**src/rtl/direction_ctrl.sv**
```systemverilog
// direction_ctrl: turns player 1 keyboard make events and debounced player 2
// buttons into queued turn requests, and commits one queued turn per game tick.
module direction_ctrl #(
  parameter int unsigned DEBOUNCE_CYCLES = 250000,
  parameter logic [1:0]  P1_INIT_DIR     = 2'b01,
  parameter logic [1:0]  P2_INIT_DIR     = 2'b10
) (
  input  logic         clk_25MHz,
  input  logic         rst,
  input  logic         key_valid,
  input  logic [8:0]   last_change,
  input  logic [511:0] key_down,
  input  logic [3:0]   key_in,
  input  logic         tick,
  input  logic         round_restart,
  output logic [1:0]   player1_dir,
  output logic [1:0]   player2_dir,
  output logic [1:0]   p1_qcount,
  output logic [1:0]   p2_qcount,
  output logic [3:0]   btn_level
);

  typedef enum logic [1:0] {
    DIR_UP    = 2'b00,
    DIR_RIGHT = 2'b01,
    DIR_LEFT  = 2'b10,
    DIR_DOWN  = 2'b11
  } dir_e;

  localparam int unsigned CW = (DEBOUNCE_CYCLES > 1) ? $clog2(DEBOUNCE_CYCLES) : 1;
  localparam logic [CW-1:0] CNT_LAST = CW'(DEBOUNCE_CYCLES - 1);

  logic [3:0]    sync1_q, sync2_q;
  logic [CW-1:0] dcnt_q [4];
  logic [CW-1:0] dcnt_d [4];
  logic [3:0]    btn_q, btn_d, btn_rise;

  logic          req_v   [2];
  logic [1:0]    req_dir [2];

  logic [1:0]    dir_q  [2];
  logic [1:0]    dir_d  [2];
  logic [1:0]    fifo_q [2][2];
  logic [1:0]    fifo_d [2][2];
  logic [1:0]    qcnt_q [2];
  logic [1:0]    qcnt_d [2];
  logic [1:0]    ref_dir [2];
  logic          accept [2];
  logic          pop    [2];
  logic [1:0]    post   [2];

  // Two-flop synchronizer for the raw player 2 buttons.
  always_ff @(posedge clk_25MHz or posedge rst) begin
    if (rst) begin
      sync1_q <= '0;
      sync2_q <= '0;
    end else begin
      sync1_q <= key_in;
      sync2_q <= sync1_q;
    end
  end

  // Per-button debounce: count consecutive cycles that disagree with the level.
  always_comb begin
    for (int unsigned i = 0; i < 4; i++) begin
      dcnt_d[i] = '0;
      btn_d[i]  = btn_q[i];
      if (sync2_q[i] != btn_q[i]) begin
        if (dcnt_q[i] == CNT_LAST) begin
          btn_d[i] = sync2_q[i];
        end else begin
          dcnt_d[i] = dcnt_q[i] + CW'(1);
        end
      end
    end
  end

  // Debounce counters and levels; untouched by round_restart.
  always_ff @(posedge clk_25MHz or posedge rst) begin
    if (rst) begin
      btn_q <= '0;
      for (int unsigned i = 0; i < 4; i++) dcnt_q[i] <= '0;
    end else begin
      btn_q <= btn_d;
      for (int unsigned i = 0; i < 4; i++) dcnt_q[i] <= dcnt_d[i];
    end
  end

  // Request decode: player 1 from make-event scancodes, player 2 from the
  // highest-priority rising button edge (rise is seen as the level commits).
  always_comb begin
    req_v[0]   = 1'b0;
    req_dir[0] = DIR_UP;
    if (key_valid && !last_change[8] && key_down[last_change]) begin
      unique case (last_change[7:0])
        8'h1D:   begin req_v[0] = 1'b1; req_dir[0] = DIR_UP;    end
        8'h1C:   begin req_v[0] = 1'b1; req_dir[0] = DIR_LEFT;  end
        8'h1B:   begin req_v[0] = 1'b1; req_dir[0] = DIR_DOWN;  end
        8'h23:   begin req_v[0] = 1'b1; req_dir[0] = DIR_RIGHT; end
        default: req_v[0] = 1'b0;
      endcase
    end

    btn_rise   = btn_d & ~btn_q;
    req_v[1]   = |btn_rise;
    req_dir[1] = DIR_UP;
    if (btn_rise[3])      req_dir[1] = DIR_UP;
    else if (btn_rise[2]) req_dir[1] = DIR_LEFT;
    else if (btn_rise[1]) req_dir[1] = DIR_DOWN;
    else if (btn_rise[0]) req_dir[1] = DIR_RIGHT;
  end

  // Per-player turn queue: the reference is taken before the pop, the pop
  // happens first, then the request lands in the first free slot after it.
  always_comb begin
    for (int unsigned p = 0; p < 2; p++) begin
      dir_d[p]     = dir_q[p];
      fifo_d[p][0] = fifo_q[p][0];
      fifo_d[p][1] = fifo_q[p][1];
      qcnt_d[p]    = qcnt_q[p];
      ref_dir[p]   = (qcnt_q[p] == 2'd0) ? dir_q[p] :
                     (qcnt_q[p] == 2'd1) ? fifo_q[p][0] : fifo_q[p][1];
      accept[p]    = req_v[p] && (req_dir[p] != ref_dir[p]) &&
                     (req_dir[p] != ~ref_dir[p]);
      pop[p]       = tick && (qcnt_q[p] != 2'd0);
      post[p]      = qcnt_q[p] - {1'b0, pop[p]};
      if (round_restart) begin
        dir_d[p]  = (p == 0) ? P1_INIT_DIR : P2_INIT_DIR;
        qcnt_d[p] = '0;
      end else begin
        if (pop[p]) begin
          dir_d[p]     = fifo_q[p][0];
          fifo_d[p][0] = fifo_q[p][1];
        end
        if (accept[p] && (post[p] < 2'd2)) begin
          fifo_d[p][post[p][0]] = req_dir[p];
          qcnt_d[p]             = post[p] + 2'd1;
        end else begin
          qcnt_d[p] = post[p];
        end
      end
    end
  end

  // Committed directions and queue storage.
  always_ff @(posedge clk_25MHz or posedge rst) begin
    if (rst) begin
      dir_q[0] <= P1_INIT_DIR;
      dir_q[1] <= P2_INIT_DIR;
      for (int unsigned p = 0; p < 2; p++) begin
        fifo_q[p][0] <= '0;
        fifo_q[p][1] <= '0;
        qcnt_q[p]    <= '0;
      end
    end else begin
      for (int unsigned p = 0; p < 2; p++) begin
        dir_q[p]     <= dir_d[p];
        fifo_q[p][0] <= fifo_d[p][0];
        fifo_q[p][1] <= fifo_d[p][1];
        qcnt_q[p]    <= qcnt_d[p];
      end
    end
  end

  assign player1_dir = dir_q[0];
  assign player2_dir = dir_q[1];
  assign p1_qcount   = qcnt_q[0];
  assign p2_qcount   = qcnt_q[1];
  assign btn_level   = btn_q;

endmodule

```
**config.mk**
```make
export PLATFORM = sky130hd
export DESIGN_NAME = direction_ctrl
export DESIGN_NICKNAME = d
export VERILOG_FILES = /design/src/rtl/direction_ctrl.sv
export SDC_FILE = /design/constraint.sdc
export NUM_CORES = 1
export LEC_CHECK = 0
export CAP_MARGIN = 40
export CORE_AREA = 2 2 209 211
export CTS_BUF_LIST = sky130_fd_sc_hd__clkbuf_8
export CTS_CLUSTER_DIAMETER = 200
export DETAILED_ROUTE_END_ITERATION = 12
export DIE_AREA = 0 0 211 213
export DONT_BUFFER_PORTS = 1
export PLACE_DENSITY = 0.3
export SYNTH_ARGS = -nofsm -noshare
export SYNTH_HDL_FRONTEND = slang
export SYNTH_SLANG_ARGS = --single-unit
```
**constraint.sdc**
```tcl
create_clock -name clk_25MHz -period 3.7 [get_ports clk_25MHz]
set_input_delay 0.74 -clock clk_25MHz [delete_from_list [all_inputs] [get_ports clk_25MHz]]
set_output_delay 0.74 -clock clk_25MHz [all_outputs]
set_load 0.1 [all_outputs]
```
==> impl_metrics.toml, run 1 <==
[synth]
async_flop_share_pct = 100.0
synth_fa_ha_area_share_pct = 1.183
synth-main-ff-cell = "dfrtp_1"
synth.avg_cell_area_um2 = 10.51
synth.ff_latch_count = 100
synth_top_area_share_pct = 38.64
synthXorXnorAreaFrac_pct = 9.326
yosys_warnings = 0
synth_top_cell_by_area = "dfrtp_1"
synth_mux_area_share_pct = 17.13
syn_inst = 604
yosys.area_share.simple_pct = 22.24
synth.top_cells.by_area = "dfrtp_1, mux4_2, xnor2_1"
netlist_area_mm2 = 0.006346
synth_edf_count = 0
synth_compound_area_share_pct = 6.230
synth_top_family_by_area = "simple AND/OR/NAND/NOR gates"
yosysSeqAreaShare_pct = 39.47
yosysUniqueCellTypes = 69
syn-num-nets = 1140

[timing]
hold_violations = 0
relSlewSlack_pct = 48.82
period_share_pct = 72.02
tightest_slew_ns = 0.7626
skew_ns = 0.01001
finalSetupTns_ns = 0
grt_setup_unrepaired = "no"
slew_violations = 0
fin_crit_ns = 2.665
fmax_ghz = 0.3753
setup_violations = 0

[power]
p_leak_uw = 0.002817
vdd.ir_drop.worst_mv = 0.1463
power_density_mw_per_mm2 = 354.0

[global_routing]
antenna_found_initial = 2
grt_pass1_vias = 4526
grt_pass1_wl_mm = 27.73
grt_start_max_net_pins = 58
grt.total_usage_pct = 8.070
overflow = 0

[route]
wl_mm = 18.35
via_count = 4516
drc = 0
viasPerCell = 3.893
drt_iter0_drc = 193
ant_nets = 0
drtPass1Iterations = 7
avgRoutedWirePerCell_um = 15.82

[cells_and_area]
nets = 1145
design_area_mm2 = 0.007159
antennaDiodeCount = 0
final_cells = 1160
syn_to_final_growth_pct = 12.82
post-route-util_pct = 16.77
post_route_cells_drive_above_1_share_pct = 11.56

[job]
cap_violations = 0

[critical_path]
crit_cells = 7
critPathLaunchType = "flip-flop"
critPathRequiredTime_ns = 4.00
critPathTopFamily = "flip-flops"
cpMostUsedCell = "mux2i_1"
end_kind = "flip-flop"
path_cells = "mux2i_1 -> o21ai_0 -> xnor3_1 -> mux2i_1 -> nand3_2 -> nor4_2 -> mux2i_1"
r2r_cells = 7
worstSetupPathType = "reg2reg"
crit_fanout = 3
crit_buf_inv = 0
arrival_ns = 2.96
slowest_delay_ns = 0.89
slowest_stage = "dfstp_2"

[floorplanning]
fp.dieW_um = 211
rows = 76
die_h_um = 213
start_util_pct = 14.86
die-area_mm2 = 0.04494
core_area_mm2 = 0.04270
boundaryPins = 542

[clocking]
cts_tree = "yes"
cts_setup_buffers = 0
clk_pin_slew_ns = 0.10
ctsLongestPathBuffers = 2
cts_resized = 0
cts_root_buf = "clkbuf_8"
cts_made_buffers = 9
cts_sinks = 100
holdBufCountCts = 0
htree_levels = 3
clock_latency_ns = 0.37

[placement]
dp_hpwl_mm = 13.89
routabilityCongestion = 0.6941
place_inst = 1144
place_area_mm2 = 0.006968
io_buffers = 0

[run_status]
status = "finished, final reports clean"

[worst_hold_path]
hold_class = "in2async"
-- path summary, 6_finish.rpt --
kind	start	to	slack (ns)
setup / recovery	player1_dir[0]$_DFFE_PP1P_	flip-flop	1.04
hold / removal	rst	p1_qcount[1]$_DFF_PP0_	0.31
setup reg to reg	player1_dir[0]$_DFFE_PP1P_	flip-flop	1.04
hold reg to reg	sync1_q[1]$_DFF_PP0_	sync2_q[1]$_DFF_PP0_	0.36
max in group asynchronous	rst	dcnt_q[54]$_DFF_PP0_	2.64
min in group clk_25MHz	sync1_q[1]$_DFF_PP0_	sync2_q[1]$_DFF_PP0_	0.36
-- worst reg2reg max path: stages, from the launching register on --
cell	delay (ns)
dfstp_2	0.89
mux2i_1	0.13
o21ai_0	0.23
xnor3_1	0.27
mux2i_1	0.33
nand3_2	0.15
nor4_2	0.36
mux2i_1	0.24
-- cell usage in the layout, fill, tap and decap left out, types with 3 or more instances in the layout --
cell type | Yosys | layout
mux2_2 | 9 | 9
and2_1 | 6 | 6
nor4bb_1 | 5 | 5
nor3b_1 | 4 | 4
o21ai_1 | 3 | 3
a31oi_1 | 3 | 3
a22oi_1 | 3 | 3
xnor2_1 | 41 | 41
a211o_1 | 3 | 3
nor4_1 | 9 | 9
clkbuf_8 | 3 | 9
and3_1 | 26 | 26
o21ai_0 | 15 | 15
nor2_1 | 84 | 84
mux4_2 | 17 | 17
xor2_1 | 24 | 24
dfrtp_1 | 98 | 98
nor4b_1 | 4 | 4
nand2b_1 | 4 | 4
buf_4 | 0 | 12
a21oi_1 | 12 | 12
nand3b_1 | 3 | 3
nand4_1 | 12 | 12
nor3_1 | 10 | 10
or3_1 | 12 | 12
inv_1 | 21 | 21
nand3_1 | 29 | 29
ha_1 | 6 | 6
nor2b_1 | 7 | 7
mux2i_1 | 25 | 25
mux4_1 | 13 | 13
nand2_1 | 34 | 34
-- metrics by stage --
step	setup slack, ns	hold WS (ns)	power (µW)
after floorplan	0.3445	0.3312	1727
after detailed placement	0.7615	0.3370	1853
final	1.035	0.3127	2535
after CTS	0.9817	0.3211	2616
after global placement	0.7457	0.3368	1859
after global routing	0.8406	0.3307	2697
-- layout make-up --
type	instances	area, µm²
Tap cell	546	683.2
Fill cell	4719	35540
Clock inverter	7	67.56
Timing Repair Buffer	14	137.6
Inverter	21	81.33
Multi-Input combinational cell	463	3561
Clock buffer	9	123.9
Sequential cell	100	2505
-- cells in the mapped netlist, types with 3 or more instances --
master and instances:
or3_1 12, o21ai_1 3, xnor2_1 41, o21ai_0 15, clkbuf_8 3, and3_1 26
dfrtp_1 98, and2_1 6, mux2i_1 25, buf_12 4, nor3_1 10, mux4_1 13
nand4_1 12, nand2b_1 4, clkbuf_1 8, nor3b_1 4, a22oi_1 3, mux4_2 17
nand2_1 34, a31oi_1 3, mux2_2 9, nor2_1 84, inv_1 21, nand3b_1 3
nor4bb_1 5, a211o_1 3, a21oi_1 12, ha_1 6, nand3_1 29, xor2_1 24
nor4b_1 4, nor2b_1 7, nor4_1 9, buf_6 4
-- cell families after synthesis --
logic type / count (synthesis)
compound gates: 59
xor+xnor: 66
fa+ha+maj: 6
buf+inv: 41
flops: 100
mux: 65
simple gates: 267
-- sequential cells by signal, summed over array words and instances, names as in the netlist, named ones only --
name         flops
btn_level        4
dcnt_q          72
fifo_q           4
p1_qcount        2
p2_qcount        2
player1_dir      2
player2_dir      2
sync1_q          4
sync2_q          4
-- power by group --
| group | switching (µW) | total [µW] | leakage, µW | internal, µW |
|---|---|---|---|---|
| Sequential | 48.9 | 1190 | 0.00134 | 1140 |
| Combinational | 404 | 628 | 0.00138 | 224 |
| Clock | 410 | 721 | 0.0000968 | 311 |
-- per-layer routing --
layer  up-vias  wire length (µm)  global-route usage, %
li1       2210                 -                      -
met1      2231              8087                  10.09
met2        63              9682                  14.78
met3        12               405                  1.088
met4         0               175                  1.603
met5         -                 0                      0
Note: power is estimated with default switching activity, not from simulation.
==> run 2, diff against run 1 <==
==> constraint.sdc (replaced) <==
create_clock -name clk_25MHz -period 2.8 [get_ports clk_25MHz]
set_input_delay 0.56 -clock clk_25MHz [delete_from_list [all_inputs] [get_ports clk_25MHz]]
set_output_delay 0.56 -clock clk_25MHz [all_outputs]
set_load 0.1 [all_outputs]
==> run 2 against run 1 <==
Effect of this change:
- final cell count increased by 0.95%
- setup slack got worse by 0.78 ns
- total power grew 35%
- clock power grew 36%
- global-route usage hardly changed
- combinational power rose by 39%
- maximum frequency up 4.5%
- via count increased by 1.5%
- first-iteration DRC count is 19% higher
- core utilization rose by 0.20 points
==> impl_metrics.toml, run 2 (synthesized netlist as in run 1, its figures left out) <==
[floorplanning]
start_util_pct = 14.86
die-area_mm2 = 0.04494
die_h_um = 213
core_area_mm2 = 0.04270
rows = 76
boundaryPins = 542
fp.dieW_um = 211

[timing]
period_share_pct = 91.06
fmax_ghz = 0.3922
slew_violations = 0
skew_ns = 0.009091
relSlewSlack_pct = 58.95
holdWs_ns = 0.1906
hold_violations = 0
finalSetupTns_ns = 0
grt_setup_unrepaired = "no"
setup_violations = 0
tightest_slew_ns = 0.6142
fin_crit_ns = 2.550

[critical_path]
path_cells = "or4b_1 -> nor4_1 -> buf_4 -> a31oi_1 -> o21ai_0 -> nand4_1 -> mux2_2"
crit_fanout = 5
arrival_ns = 2.82
end_kind = "flip-flop"
worstSetupPathType = "reg2reg"
critPathLaunchType = "flip-flop"
slowest_stage = "or4b_1"
slowest_delay_ns = 0.59
critPathRequiredTime_ns = 3.07

[global_routing]
grt_start_max_net_pins = 101
overflow = 0
grt.total_usage_pct = 8.084
antenna_found_initial = 2
grt_pass1_wl_mm = 27.77
grt_pass1_vias = 4586

[route]
dr_wl_met2_mm = 9.873
drt_iter0_drc = 230
wl_mm = 18.51
drtPass1Iterations = 4
drc = 0
ant_nets = 0
avgRoutedWirePerCell_um = 15.80
via_count = 4583
viasPerCell = 3.914
top_layer = "met4"
route.met3.wl_um = 438
wl_met1_mm = 8.077

[cells_and_area]
post_route_cells_drive_above_1_share_pct = 13.46
regMostFlops = "dcnt_q"
syn_to_final_growth_pct = 14.18
largest_reg_flops = 72
fill_cells = 4717
design_area_mm2 = 0.007246
layout_common_cells = "dfrtp_1, nor2_1, xnor2_1"
nets = 1156
final_common_cell = "dfrtp_1"

[clocking]
clk_pin_slew_ns = 0.11
holdBufCountCts = 0
cts_tree = "yes"
clock_latency_ns = 0.38
cts_made_buffers = 9
cts_sinks = 100
htree_levels = 3
cts_root_buf = "clkbuf_8"
ctsLongestPathBuffers = 2
cts_setup_buffers = 0

[placement]
dp_hpwl_mm = 13.84
routabilityCongestion = 0.6912
place_area_mm2 = 0.007032
io_buffers = 0

[run_status]
status = "finished, final reports clean"

[power]
power_density_mw_per_mm2 = 470.7
p_leak_uw = 0.002859
vdd.ir_drop.worst_mv = 0.2087

[job]
cap_violations = 0

[worst_hold_path]
hold_class = "in2reg"
[run 2: cell types whose count changed in the layout (fill, tap and decap cells not counted), sizes merged]
cell and change:
clkinvlp +1, buf +11, inv -3, clkbuf +1, diode +1
[run 2: stage by stage]
step	setup WS [ns]	total power [µW]	util, %	cells
6_report	0.2504	3411	16.97	1171
3_3_place_gp	0.04145	2486	16.47	1155
2_1_floorplan	0.1072	2282	-	604
3_5_place_dp	0.04380	2476	16.47	1155
5_1_grt	0.01969	3621	16.96	1170
4_1_cts	0.1710	3512	16.94	1170
[run 2: layout make-up]
cell class	instances	area, µm²	share of cell area (%)
well taps	546	683.2	9.428
repair buffers	25	200.2	2.763
multi-input cells	463	3572	49.30
clock buffers	10	137.6	1.899
clock inverters	5	62.56	0.8634
flip-flops and latches	100	2505	34.57
diodes	1	2.502	0.03454
inverters	21	82.58	1.140
[run 2: path summary, 6_finish.rpt]
| check | start | endpoint | slack, ns | depth (start not counted) |
|---|---|---|---|---|
| worst min register to register | sync1_q[1]$_DFF_PP0_ | sync2_q[1]$_DFF_PP0_ | 0.36 | 0 |
| max in group asynchronous | rst | dcnt_q[9]$_DFF_PP0_ | 2.17 | 2 |
| worst max register to register | dcnt_q[62]$_DFF_PP0_ | flip-flop | 0.25 | 7 |
| worst min-delay path | key_in[0] | sync1_q[0]$_DFF_PP0_ | 0.19 | 0 |
| worst max-delay path | dcnt_q[62]$_DFF_PP0_ | flip-flop | 0.25 | 7 |
| min in group asynchronous | rst | sync1_q[3]$_DFF_PP0_ | 0.21 | 2 |
[run 2: layer usage]
| metal | GRT usage, % | vias up |
|---|---|---|
| met5 | 0 | - |
| met3 | 1.500 | 7 |
| met1 | 9.883 | 2289 |
| met4 | 1.311 | 0 |
| met2 | 14.90 | 59 |
| li1 | - | 2228 |
[run 2: repair_timing]
item / CTS / global route
setup endpoints to repair: 0 / 3
gates resized for setup: 0 / 2
endpoints found under the hold margin: 0 / 0
[run 2: worst max-delay path: cells and delay by family, from the launching register on]
| family | cells | cell delay, ns |
|---|---|---|
| compound gates | 2 | 0.35 |
| buf+inv | 1 | 0.18 |
| flops | 1 | 0.45 |
| mux | 1 | 0.32 |
| simple gates | 3 | 1.15 |
[run 2: power breakdown]
part	switching (µW)	leakage, µW	internal, µW
Clock	547	0.0000946	436
Sequential	54.0	0.00134	1500
Combinational	552	0.00142	320
==> run 3, diff against run 2 <==
--- a/config.mk
+++ b/config.mk
@@ -13,6 +13,7 @@
 export DIE_AREA = 0 0 211 213
 export DONT_BUFFER_PORTS = 1
 export PLACE_DENSITY = 0.3
+export REMOVE_ABC_BUFFERS = 1
 export SYNTH_ARGS = -nofsm -noshare
 export SYNTH_HDL_FRONTEND = slang
 export SYNTH_SLANG_ARGS = --single-unit
==> run 3 against run 2 <==
Effect of this change:
- register-to-register slack is essentially flat
- critical path depth grew 1
- first-iteration DRC count is 16% lower
- cell area decreased by 0.41%
- setup slack better by 0.0037 ns
- total power fell by 1.9%
- worst hold slack lost 0.11 ns
- flip-flop and latch count unchanged
- clock skew increased by 0.0025 ns
- global-route usage decreased by 0.073 points
==> impl_metrics.toml, run 3 (synthesized netlist as in run 1, its figures left out) <==
[timing]
tightest_slew_ns = 0.6046
grt_setup_unrepaired = "no"
period_share_pct = 90.93
worst_slack_ns = 0.2541
fin_crit_ns = 2.546
relSlewSlack_pct = 59.60
hold_violations = 0
slew_violations = 0
setup_violations = 0
holdWs_ns = 0.07890
fmax_ghz = 0.3928
skew_ns = 0.01155

[global_routing]
grt_start_max_net_pins = 47
overflow = 0
grt_pass1_wl_mm = 27.87
grt.total_usage_pct = 8.011
grt_pass1_vias = 4897
antenna_found_initial = 0

[run_status]
status = "finished, final reports clean"

[critical_path]
slowest_delay_ns = 0.39
reg2reg_to = "fifo_q[3]$_DFFE_PP0N_"
r2r_cells = 8
r2r_slack_ns = 0.25
critPathRequiredTime_ns = 3.09
worstSetupPathType = "reg2reg"
end_kind = "flip-flop"
arrival_ns = 2.84
crit_fanout = 6
rr_startpoint = "dcnt_q[0]$_DFF_PP0_"
path_cells = "ha_1 -> and3_1 -> nor4bb_1 -> nand4_1 -> o21a_1 -> o22a_1 -> or3_1 -> o311ai_1"
slowest_stage = "dfrtp_1"
critPathLaunchType = "flip-flop"

[power]
p_sw_share_pct = 35.14
vdd.ir_drop.worst_mv = 0.2032
combPwrFrac_pct = 25.6
seqPwrFrac_pct = 46.3
clkPwrFrac_pct = 28.1
switchingPower_uw = 1176
power_density_mw_per_mm2 = 463.8
p_leak_uw = 0.002854
internal_power_uw = 2170

[floorplanning]
core_area_mm2 = 0.04270
die-area_mm2 = 0.04494
boundaryPins = 542
die_h_um = 213
rows = 76
fp.dieW_um = 211
start_util_pct = 14.86

[cells_and_area]
nets = 1156
final_common_cell = "dfrtp_1"
syn_to_final_growth_pct = 13.70
fill_cells = 4726
regMostFlops = "dcnt_q"
largest_reg_flops = 72
antennaDiodeCount = 0
layout_common_cells = "dfrtp_1, nor2_1, xnor2_1"
post_route_cells_drive_above_1_share_pct = 13.28

[clocking]
cts_root_buf = "clkbuf_8"
clock_latency_ns = 0.39
ctsLongestPathBuffers = 2
cts_tree = "yes"
clk_pin_slew_ns = 0.11
htree_levels = 3
cts_made_buffers = 9
cts_sinks = 100

[route]
drtPass1Iterations = 4
via_count = 4613
ant_nets = 0
wl_mm = 17.48
viasPerCell = 3.939
drt_iter0_drc = 193
avgRoutedWirePerCell_um = 14.93
drc = 0

[placement]
dp_slack_ns = 0.1507
routabilityCongestion = 0.7514
dp_hpwl_mm = 13.26
io_buffers = 0

[job]
cap_violations = 0

[worst_hold_path]
hold_class = "in2async"
run 3: changes by cell type in the layout (fill, tap and decap cells not counted):
cell | before | now
inv_4 | 0 | 1
nor4_1 | 8 | 9
nor4_2 | 3 | 2
inv_6 | 0 | 1
o21ai_0 | 15 | 14
o21ai_1 | 3 | 4
bufinv_16 | 1 | 0
inv_8 | 0 | 1
nor3_1 | 9 | 10
nor3_2 | 1 | 0
clkinv_2 | 0 | 1
diode_2 | 1 | 0
clkinv_4 | 2 | 0
run 3: metal layers:
| metal | wire length, µm | vias to the layer above | track usage [%] | share of wire (%) |
|---|---|---|---|---|
| met3 | 1031 | 14 | 1.941 | 5.9 |
| li1 | - | 2230 | - | - |
| met4 | 252 | 0 | 2.695 | 1.4 |
| met2 | 8583 | 156 | 13.53 | 49 |
| met1 | 7611 | 2213 | 9.987 | 44 |
| met5 | 0 | - | 0 | 0 |
run 3: worst max-delay path: cells and delay by family (launching register included):
| family | cells | cell delay [ns] |
|---|---|---|
| AO/OA/AOI/OAI | 3 | 0.66 |
| adder cells (fa/ha/maj) | 1 | 0.20 |
| flip-flops | 1 | 0.39 |
| AND/OR/NAND/NOR | 4 | 1.20 |
run 3: cell type report:
class,count,area [µm²],area share [%]
Clock buffer,10,137.6,1.907
Clock inverter,6,47.55,0.6589
Inverter,21,81.33,1.127
Multi-Input combinational cell,463,3561,49.35
Sequential cell,100,2505,34.71
Tap cell,546,683.2,9.468
Timing Repair Buffer,25,200.2,2.774
run 3: stage by stage:
stage          util (%)  cell area [µm²]  total power (µW)  TNS (ns)  cells
3_5_place_dp      16.43             7015              2448         0   1153
5_1_grt           16.90             7216              3564         0   1171
4_1_cts           16.87             7201              3441         0   1169
3_3_place_gp      16.43             7015              2451         0   1153
2_1_floorplan         -             6145              2233    -36.80    584
6_report          16.90             7216              3346         0   1171
run 3: what timing repair did:
action	in CTS	in global routing
resized for setup	0	1
hold buffers	0	0
endpoints found under the setup margin	0	4
buffers inserted	0	2
run 3: how the worst max path moves through the flow:
stage	end	from	cells past startpoint	slack, ns
after global routing	fifo_q[3]$_DFFE_PP0N_	dcnt_q[0]$_DFF_PP0_	8	0.04
after detailed placement	flip-flop	last_change[2]	7	0.15
after CTS	fifo_q[3]$_DFFE_PP0N_	dcnt_q[0]$_DFF_PP0_	8	0.18
after floorplan	asynchronous set/reset pin	rst	1	-0.38
after global placement	fifo_q[6]$_DFFE_PP0N_	last_change[1]	7	0.14
final	fifo_q[3]$_DFFE_PP0N_	dcnt_q[0]$_DFF_PP0_	8	0.25
run 3: power by group through the flow:
stage / Sequential (µW) / Combinational, µW / Clock [µW]
after floorplan: 1780 / 454 / 0
after global placement: 1580 / 870 / 0
after detailed placement: 1580 / 868 / 0
after CTS: 1550 / 871 / 1020
after global routing: 1560 / 936 / 1070
final: 1550 / 857 / 940
